File: config.mk
export PLATFORM = sky130hd
export DESIGN_NAME = demux_de_control
export DESIGN_NICKNAME = d
export VERILOG_FILES = /design/src/rtl/demux_de_control.sv
export SDC_FILE = /design/constraint.sdc
export NUM_CORES = 1
export LEC_CHECK = 0
export BUFFER_PORTS_ARGS = -buffer_cell sky130_fd_sc_hd__buf_2
export CORE_MARGIN = 2
export CORE_UTILIZATION = 53
export DETAILED_ROUTE_END_ITERATION = 6
export GPL_ROUTABILITY_DRIVEN = 1
export PLACE_DENSITY = 0.84
export SYNTH_ARGS = -nofsm -noshare
export SYNTH_HDL_FRONTEND = slang
export SYNTH_SLANG_ARGS = --single-unit
File: constraint.sdc
create_clock -name CLK -period 2.29 [get_ports CLK]
set_clock_uncertainty 0.05 [all_clocks]
set_input_delay 0 -clock CLK [delete_from_list [all_inputs] [get_ports CLK]]
set_output_delay 0 -clock CLK [all_outputs]
set_load 0.02 [all_outputs]
File: src/rtl/demux_de_control.sv
// Receive-side control/data demux: classifies decoded lane symbols into control codes
// and deframes STP/SDP ... END/EDB packets into a payload byte stream with framing strobes.
module demux_de_control #(
    parameter int MAX_LEN  = 255,
    parameter int DLLP_LEN = 6
) (
    input  logic       CLK,
    input  logic       RESET,
    input  logic       VALID_IN,
    input  logic [7:0] IN,
    input  logic       IN_K,
    output logic [3:0] CONTROL,
    output logic [7:0] DATA_OUT,
    output logic       DATA_VALID,
    output logic       PKT_START,
    output logic       PKT_TYPE,
    output logic       PKT_END,
    output logic       PKT_BAD,
    output logic [7:0] LEN,
    output logic       ERROR
);

    localparam logic [1:0] ST_IDLE = 2'd0;
    localparam logic [1:0] ST_TLP  = 2'd1;
    localparam logic [1:0] ST_DLLP = 2'd2;

    localparam logic [3:0] C_SKP  = 4'd2;
    localparam logic [3:0] C_STP  = 4'd3;
    localparam logic [3:0] C_SDP  = 4'd4;
    localparam logic [3:0] C_END  = 4'd5;
    localparam logic [3:0] C_EDB  = 4'd6;
    localparam logic [3:0] C_IDL  = 4'd8;
    localparam logic [3:0] C_DATA = 4'd9;
    localparam logic [3:0] C_UNK  = 4'd15;

    localparam logic [7:0] MAX_LEN_B  = 8'(MAX_LEN);
    localparam logic [7:0] DLLP_LEN_B = 8'(DLLP_LEN);

    // Table index is the control code of the K symbol
    localparam logic [7:0] K_TABLE [9] = '{8'hBC, 8'hF7, 8'h1C, 8'hFB, 8'h5C,
                                           8'hFD, 8'hFE, 8'h3C, 8'h7C};

    logic [8:0] k_hit;
    logic [3:0] k_code;

    genvar gi;
    generate
        for (gi = 0; gi < 9; gi++) begin : g_kdec
            assign k_hit[gi] = (IN == K_TABLE[gi]);
        end
    endgenerate

    always_comb begin
        k_code = C_UNK;
        for (int i = 0; i < 9; i++) begin
            if (k_hit[i]) k_code = 4'(i);
        end
    end

    logic [1:0] state_reg, state_next;
    logic [7:0] count_reg, count_next;
    logic [3:0] control_reg, control_next;
    logic [7:0] data_reg, data_next;
    logic       dv_reg, dv_next;
    logic       start_reg, start_next;
    logic       type_reg, type_next;
    logic       pkt_end_reg, pkt_end_next;
    logic       bad_reg, bad_next;
    logic [7:0] len_reg, len_next;
    logic       err_reg, err_next;
    logic       in_pkt;

    assign in_pkt = (state_reg != ST_IDLE);

    always_comb begin
        state_next   = state_reg;
        count_next   = count_reg;
        control_next = control_reg;
        data_next    = data_reg;
        type_next    = type_reg;
        len_next     = len_reg;
        dv_next      = 1'b0;
        start_next   = 1'b0;
        pkt_end_next = 1'b0;
        bad_next     = 1'b0;
        err_next     = 1'b0;

        if (VALID_IN) begin
            if (!IN_K) begin
                control_next = C_DATA;
                if (!in_pkt) begin
                    err_next = 1'b1;
                end else if (count_reg == MAX_LEN_B) begin
                    // Overflow byte is dropped and the packet is closed as bad
                    err_next     = 1'b1;
                    pkt_end_next = 1'b1;
                    bad_next     = 1'b1;
                    len_next     = MAX_LEN_B;
                    state_next   = ST_IDLE;
                end else begin
                    data_next  = IN;
                    dv_next    = 1'b1;
                    count_next = count_reg + 8'd1;
                end
            end else begin
                control_next = k_code;
                case (k_code)
                    C_STP, C_SDP: begin
                        if (in_pkt) begin
                            pkt_end_next = 1'b1;
                            bad_next     = 1'b1;
                            err_next     = 1'b1;
                            len_next     = count_reg;
                        end
                        start_next = 1'b1;
                        type_next  = (k_code == C_SDP);
                        count_next = 8'd0;
                        state_next = (k_code == C_SDP) ? ST_DLLP : ST_TLP;
                    end
                    C_SKP: begin
                    end
                    C_END: begin
                        if (!in_pkt) begin
                            err_next = 1'b1;
                        end else begin
                            pkt_end_next = 1'b1;
                            len_next     = count_reg;
                            bad_next     = (count_reg == 8'd0) ||
                                           (state_reg == ST_DLLP && count_reg != DLLP_LEN_B);
                            state_next   = ST_IDLE;
                        end
                    end
                    C_EDB: begin
                        if (!in_pkt) begin
                            err_next = 1'b1;
                        end else begin
                            pkt_end_next = 1'b1;
                            bad_next     = 1'b1;
                            len_next     = count_reg;
                            state_next   = ST_IDLE;
                        end
                    end
                    default: begin
                        // Fillers are harmless between packets but abort one in flight
                        if (k_code == C_UNK) err_next = 1'b1;
                        if (in_pkt) begin
                            pkt_end_next = 1'b1;
                            bad_next     = 1'b1;
                            err_next     = 1'b1;
                            len_next     = count_reg;
                            state_next   = ST_IDLE;
                        end
                    end
                endcase
            end
        end
    end

    always_ff @(posedge CLK) begin
        if (RESET) begin
            state_reg   <= ST_IDLE;
            count_reg   <= 8'd0;
            control_reg <= C_IDL;
            data_reg    <= 8'd0;
            dv_reg      <= 1'b0;
            start_reg   <= 1'b0;
            type_reg    <= 1'b0;
            pkt_end_reg <= 1'b0;
            bad_reg     <= 1'b0;
            len_reg     <= 8'd0;
            err_reg     <= 1'b0;
        end else begin
            state_reg   <= state_next;
            count_reg   <= count_next;
            control_reg <= control_next;
            data_reg    <= data_next;
            dv_reg      <= dv_next;
            start_reg   <= start_next;
            type_reg    <= type_next;
            pkt_end_reg <= pkt_end_next;
            bad_reg     <= bad_next;
            len_reg     <= len_next;
            err_reg     <= err_next;
        end
    end

    assign CONTROL    = control_reg;
    assign DATA_OUT   = data_reg;
    assign DATA_VALID = dv_reg;
    assign PKT_START  = start_reg;
    assign PKT_TYPE   = type_reg;
    assign PKT_END    = pkt_end_reg;
    assign PKT_BAD    = bad_reg;
    assign LEN        = len_reg;
    assign ERROR      = err_reg;

endmodule

==> impl_summary.log, run 1 <==
INFO  metric smallest_setup_slack_after_layout = 0.150 ns
INFO  metric final_antenna_net_count = 0
INFO  metric wp_buf_inv = 3
INFO  metric clock_insertion_delay_worst_skew = ~0.34 ns
INFO  metric tritoncts = built
INFO  metric vias_per_cell = 5.67
INFO  metric number_of_global_route_vias_before_repair = approximately 1400
INFO  metric dr.first_iter.drc_count = 81
INFO  metric final_layout_worst_hold_slack = 0.0194 ns
INFO  metric post_synth_main_area_contributors = sky130_fd_sc_hd__dfxtp_1 (42%), sky130_fd_sc_hd__nor2_1 (7.9%), sky130_fd_sc_hd__mux2i_1 (4.1%), sky130_fd_sc_hd__nor3_1 (4.1%), sky130_fd_sc_hd__buf_6 (2.6%)
INFO  metric power-per-cell-area = about 560 mW/mm2
INFO  metric cp_max_fo = 7
INFO  metric tightestPinTransition = 0.573 ns
INFO  metric number_of_enable_flip_flop_cells_after_synthesis = 0
INFO  metric hold_path.class = in -> reg
INFO  metric crit_path_start_kind = input pin
INFO  metric dieHeight = 61.0 um
INFO  metric max-clock-path-buffers = 2
INFO  metric design.portCount = 38
INFO  metric ratio_of_cells_with_drive_above_1_in_the_final_layout = roughly a quarter
INFO  metric routed_wire_length_per_instance = between 10 and 15 um
INFO  metric timing.critical_path.arrival = around 2.4 ns
INFO  metric report.final.setup_viol = 0
INFO  metric post-route-drc-count = 0
INFO  metric dpl.cell_count = 271
INFO  metric crit_top_cell = sky130_fd_sc_hd__dlygate4sd3_1
INFO  metric clock_tree.htree_level_count = 2
INFO  metric start_util = a little under three fifths
INFO  metric timing.final.max_slew_violations = 0
INFO  metric area_growth_syn_to_layout = 19.7%
INFO  metric remaining_max_slew_budget_at_the_tightest_pin = around 62%
INFO  metric groute.layer.met3.usage = 7.89%
INFO  metric dp_hpwl = roughly 2700 um
INFO  metric power = 1.16 mW
INFO  metric synth_largest_area_cell = sky130_fd_sc_hd__dfxtp_1
INFO  metric layout.core_utilization = around two thirds
INFO  metric yosys_register_bits = 36
INFO  metric syn_avg_cell_area = between 8 and 9 um2
INFO  metric die-area = approximately 0.0037 mm2
INFO  metric grt_util_all_layers = roughly 22%
INFO  metric vias = between 1500 and 2000
INFO  metric required = about 2.5 ns
INFO  metric netlist_area = about 0.0017 mm2
INFO  metric cts_root_buf = sky130_fd_sc_hd__clkbuf_4
INFO  metric place_ws = 0.390 ns
INFO  metric syn_nets = between 200 and 250
INFO  metric synthCells = 200
INFO  metric placer_congestion_estimate = 0.826
INFO  metric fin_setup_tns = 0 ns
INFO  metric irDropWorstVdd = around 0.3 mV
INFO  metric port-buffer-count = 37
INFO  metric number_of_hold_violations_in_the_final_report = 0
INFO  metric numCtsBuffers = 5
INFO  metric final_net_count = 257
INFO  metric rows = 20
INFO  metric fp.dieW = about 61 um
INFO  metric final_cell_mix = sky130_fd_sc_hd__buf_2 (37), sky130_fd_sc_hd__dfxtp_1 (36), sky130_fd_sc_hd__nor2_1 (36)
INFO  metric ys.flop_type = sky130_fd_sc_hd__dfxtp_1
INFO  metric stdcell_area = around 0.002 mm2
INFO  metric first_pass_grt_wire_length = between 6000 and 7000 um
INFO  metric drt_pre_antenna_iters = 4
INFO  metric synth.distinct_cells = 51
INFO  metric grt_setup_unrepaired = no
INFO  metric fmaxAchievable = 467 MHz
INFO  metric path_delay_family = buffers and inverters
INFO  metric seq_area_frac_synth = about two fifths
INFO  metric max-cap-violations = 0
INFO  metric max_stage_delay = between 0.5 and 0.6 ns
INFO  metric p_leak = 0.933 nW
INFO  metric insertedDiodeCount = 0
INFO  metric async_reset_ff_share = 0%
INFO  metric grt_max_degree = 32
INFO  metric clk_pin_slew = approximately 0.1 ns
INFO  metric period_minus_slack = approximately 2.1 ns
INFO  metric instances_no_fill = about 290
INFO  metric grt.met1_usage = a little under a third
INFO  metric layout_worst_path_cycle_share = roughly 93%
INFO  metric leading_cell_type_in_the_layout_fill_and_taps_excluded = sky130_fd_sc_hd__buf_2
INFO  metric worstPathCellList = dlygate4sd3_1, buf_2, nand4b_1, nor3_2, nor3b_2, nand3_1, dlygate4sd3_1, a21oi_1
INFO  metric fillerInstances = between 200 and 300
INFO  metric endpoint_kind = register
INFO  metric status = complete, no violations
INFO  metric clock_sinks = 36
INFO  metric worst-setup-path-type = in -> reg
INFO  metric portion_of_synthesized_cell_area_occupied_by_the_leading_cell_type = 41.9%
INFO  metric placed_cell_area = about 0.0019 mm2
INFO  metric global_route_overflow = 0
INFO  metric ys_warn_count = 0
INFO  metric critical_path.slowest_cell = sky130_fd_sc_hd__dlygate4sd3_1
INFO  metric number_of_antenna_violations_at_the_first_check_in_global_routing = 0
INFO  metric use_met2 = between 30% and 40%
INFO  metric grt_max_usage_layer = met2
INFO  metric fp.coreArea = ~0.0031 mm2
INFO  metric drt_wirelength = about 3800 um
INFO  metric post-cts-setup-buffer-count = 0
power by group:
part | total (mW) | switching [mW] | leakage [nW] | internal (mW)
clock network | 0.433 | 0.204 | 0.0422 | 0.229
logic | 0.0907 | 0.0562 | 0.599 | 0.0345
registers | 0.632 | 0.00191 | 0.291 | 0.630
path summary, 6_finish.rpt:
kind | startpoint | to | slack, ns | cells past startpoint
hold / removal | IN[6] | PKT_START | 0.02 | 3
setup reg to reg | count_reg[1] | count_reg[3] | 0.33 | 6
setup / recovery | IN[0] | PKT_TYPE | 0.15 | 8
hold reg to reg | CONTROL[2] | CONTROL[2] | 0.43 | 1
cell usage after synthesis (3+ instances only):
master / instances
sky130_fd_sc_hd__buf_6: 4
sky130_fd_sc_hd__o21a_1: 3
sky130_fd_sc_hd__nor3_1: 14
sky130_fd_sc_hd__a211oi_1: 3
sky130_fd_sc_hd__mux2i_1: 7
sky130_fd_sc_hd__nor2_1: 36
sky130_fd_sc_hd__nand2_1: 9
sky130_fd_sc_hd__and3_1: 3
sky130_fd_sc_hd__nand3_1: 7
sky130_fd_sc_hd__a21oi_1: 8
sky130_fd_sc_hd__nor2b_1: 3
sky130_fd_sc_hd__inv_1: 4
sky130_fd_sc_hd__a31oi_1: 7
sky130_fd_sc_hd__a41oi_1: 3
sky130_fd_sc_hd__dfxtp_1: 36
sky130_fd_sc_hd__clkbuf_1: 4
sky130_fd_sc_hd__ha_1: 3
sky130_fd_sc_hd__o21ai_0: 4
cell families (layout without fill, tap and decap cells):
family                     after synthesis  in the layout  synth area share [%]
AOI/OAI and AO/OA                       43             43                  17.5
xor gates and xnor gates                 2              2                  1.02
muxes                                    7              7                  4.07
buffers and inverters                   16             59                  5.67
and+or+nand+nor                         93             93                  27.6
adders and majority gates                3              3                  2.18
DFF                                     36             36                  41.9
final cells by class:
type                       instances  area (um2)  share of cell area (%)
timing repair buffer              47         280                    13.6
multi-input combinational        148         912                    44.3
clock buffer                       6        41.3                    2.00
clock inverter                     2        35.0                    1.70
inverter                           4        15.0                   0.729
tap                               44        55.1                    2.67
sequential                        36         721                    35.0
per-layer routing:
layer	vias up	wire length [um]
met4	0	61
met3	7	331
met2	70	1680
met5	-	0
met1	742	1750
li1	808	-
what timing repair did:
action	in CTS	in global routing
endpoints found under the setup margin	0	1
endpoints found under the hold margin	9	0
hold buffers	8	0
gates resized for setup	0	2
tightest hold or removal path, cell delays in order:
cell,delay [ns]
sky130_fd_sc_hd__buf_2,0.15
sky130_fd_sc_hd__o21ai_2,0.13
sky130_fd_sc_hd__nor3_1,0.07
No activity file was read; power rests on OpenSTA's default activity.
==> inputs of run 2 (changes only) <==
--- a/config.mk
+++ b/config.mk
@@ -6,11 +6,14 @@
 export NUM_CORES = 1
 export LEC_CHECK = 0
 export BUFFER_PORTS_ARGS = -buffer_cell sky130_fd_sc_hd__buf_2
+export CELL_PAD_IN_SITES_DETAIL_PLACEMENT = 0
+export CELL_PAD_IN_SITES_GLOBAL_PLACEMENT = 1
 export CORE_MARGIN = 2
-export CORE_UTILIZATION = 53
+export CORE_UTILIZATION = 39
 export DETAILED_ROUTE_END_ITERATION = 6
 export GPL_ROUTABILITY_DRIVEN = 1
 export PLACE_DENSITY = 0.84
+export SKIP_CTS_REPAIR_TIMING = 1
 export SYNTH_ARGS = -nofsm -noshare
 export SYNTH_HDL_FRONTEND = slang
 export SYNTH_SLANG_ARGS = --single-unit
==> impl_summary.log, run 2 (same netlist as run 1, synthesis figures left out) <==
INFO  metric fillerInstances = about 430
INFO  metric worst-setup-path-type = in -> reg
INFO  metric power.share.clock = 46.1%
INFO  metric required = 2.39 ns
INFO  metric grt_setup_unrepaired = no
INFO  metric timing.final.max_slew_violations = 0
INFO  metric report.final.setup_viol = 0
INFO  metric dr.first_iter.drc_count = roughly 100
INFO  metric worstPathCellList = dlygate4sd3_1, buf_2, nand4b_1, nor4_1, o21ai_2, o21ai_1, a31oi_1
INFO  metric crit_path_start_kind = input pin
INFO  metric timing.critical_path.arrival = around 2.1 ns
INFO  metric dp_hpwl = 2820 um
INFO  metric path_delay_family = compound AO/OA/AOI/OAI gates
INFO  metric use_met2 = a little over a quarter
INFO  metric fin_setup_tns = 0 ns
INFO  metric vias_per_cell = around 5.4
INFO  metric vias = 1560
INFO  metric share_comb_of_total_power = 6.4%
INFO  metric clock_sinks = 36
INFO  metric tritoncts = built
INFO  metric worstReg2RegStart = count_reg[1]
INFO  metric layout_worst_path_cycle_share = between 80% and 90%
INFO  metric startpoint = IN[0]
INFO  metric power = approximately 1.3 mW
INFO  metric p_switching = approximately 290 uW
INFO  metric final_antenna_net_count = 0
INFO  metric hold_path.class = in -> reg
INFO  metric number_of_global_route_vias_before_repair = about 1400
INFO  metric area_growth_syn_to_layout = 19.7%
INFO  metric post-route-drc-count = 0
INFO  metric max_stage_delay = about 0.54 ns
INFO  metric clock_insertion_delay_worst_skew = around 0.29 ns
INFO  metric multi_input_comb_area = ~900 um2
INFO  metric grt_max_degree = 32
INFO  metric design.portCount = 38
INFO  metric power.share.sequential = between 40% and 50%
INFO  metric place_ws = 0.362 ns
INFO  metric fp.dieW = 70.4 um
INFO  metric dpl.cell_count = roughly 280
INFO  metric ratio_of_cells_with_drive_above_1_in_the_final_layout = a little under a quarter
INFO  metric clk_pin_slew = about 0.070 ns
INFO  metric wp_buf_inv = 2
INFO  metric seq_area = 721 um2
INFO  metric max-clock-path-buffers = 2
INFO  metric remaining_max_slew_budget_at_the_tightest_pin = about three fifths
INFO  metric placer_congestion_estimate = about 0.9
INFO  metric irDropWorstVdd = around 0.30 mV
INFO  metric smallest_setup_slack_after_layout = roughly 0.3 ns
INFO  metric first_pass_grt_wire_length = roughly 6700 um
INFO  metric cts_root_buf = sky130_fd_sc_hd__clkbuf_8
INFO  metric p_leak = 0.934 nW
INFO  metric rows = 24
INFO  metric period_minus_slack = approximately 2.0 ns
INFO  metric tightestPinTransition = around 0.59 ns
INFO  metric max-cap-violations = 0
INFO  metric final_cell_mix = sky130_fd_sc_hd__buf_2 (37), sky130_fd_sc_hd__dfxtp_1 (36), sky130_fd_sc_hd__nor2_1 (36)
INFO  metric final_layout_worst_hold_slack = -0.0445 ns
INFO  metric grt_max_usage_layer = met2
INFO  metric grt_util_all_layers = 16.9%
INFO  metric fmaxAchievable = approximately 500 MHz
INFO  metric die-area = 0.00496 mm2
INFO  metric critical_path.slowest_cell = sky130_fd_sc_hd__dlygate4sd3_1
INFO  metric violations = negative hold slack
INFO  metric status = finished with violations
INFO  metric intPower = around 1.0 mW
INFO  metric final_net_count = 252
INFO  metric power-per-cell-area = about 650 mW/mm2
INFO  metric p_sw_share = between 20% and 30%
INFO  metric numCtsBuffers = 5
INFO  metric groute.layer.met3.usage = ~4.2%
INFO  metric endpoint_kind = register
INFO  metric port-buffer-count = 37
INFO  metric start_util = about two fifths
INFO  metric dieHeight = 70.4 um
INFO  metric insertedDiodeCount = 0
INFO  metric routed_wire_length_per_instance = around 14 um
INFO  metric global_route_overflow = 0
INFO  metric fp.coreArea = 0.00429 mm2
INFO  metric leading_cell_type_in_the_layout_fill_and_taps_excluded = sky130_fd_sc_hd__buf_2
INFO  metric grt.met1_usage = between 20% and 30%
INFO  metric number_of_hold_violations_in_the_final_report = 1
INFO  metric cp_max_fo = 8
INFO  metric worstHoldStart = IN[4]
INFO  metric drt_pre_antenna_iters = 4
INFO  metric clock_tree.htree_level_count = 2
INFO  metric number_of_antenna_violations_at_the_first_check_in_global_routing = 0
INFO  metric instances_no_fill = slightly below 300
INFO  metric drt_wirelength = roughly 4000 um
## run 2: cell count changes in the layout (fill, tap and decap cells not counted), sizes merged
cell / before / now
clkbuf: 6 / 7
dlygate4sd3: 8 / 3
clkinv: 1 / 0
## run 2: path summary, 6_finish.rpt
kind	end	slack, ns	cells after the start
hold reg to reg	CONTROL[2]	0.43	1
setup / recovery	count_reg[5]	0.31	7
setup reg to reg	count_reg[5]	0.36	6
hold / removal	DATA_OUT[4]	-0.04	3
## run 2: stage by stage
stage               area, um2  utilization, %
finish                   2060            48.0
CTS                      2030            47.3
floorplan                1720               -
detailed placement       1900            44.3
global placement         1900            44.3
global route             2060            48.0
## run 2: power by group through the flow
stage / clock [mW] / sequential [mW] / combinational [mW]
floorplan: 0 / 0.653 / 0.0519
global placement: 0 / 0.647 / 0.0812
detailed placement: 0 / 0.647 / 0.0812
CTS: 0.625 / 0.632 / 0.0815
global route: 0.656 / 0.632 / 0.0939
finish: 0.612 / 0.632 / 0.0851
## run 2: layer usage
metal | wire [um] | up-vias
met2 | 1920 | 39
met5 | 0 | -
met3 | 171 | 10
met1 | 1810 | 720
li1 | - | 791
met4 | 111 | 0
## run 2: cell type report
| cell class | count | share of cell area (%) |
|---|---|---|
| tap | 52 | 3.16 |
| clock buffer | 7 | 4.68 |
| inverter | 4 | 0.729 |
| timing repair buffer | 42 | 11.2 |
| clock inverter | 1 | 1.46 |
| multi-input combinational | 148 | 43.8 |
| sequential | 36 | 35.0 |
## run 2: worst min-delay path, cell delays in order
cell	delay (ns)
sky130_fd_sc_hd__buf_2	0.11
sky130_fd_sc_hd__mux2i_1	0.07
sky130_fd_sc_hd__nor2_1	0.08
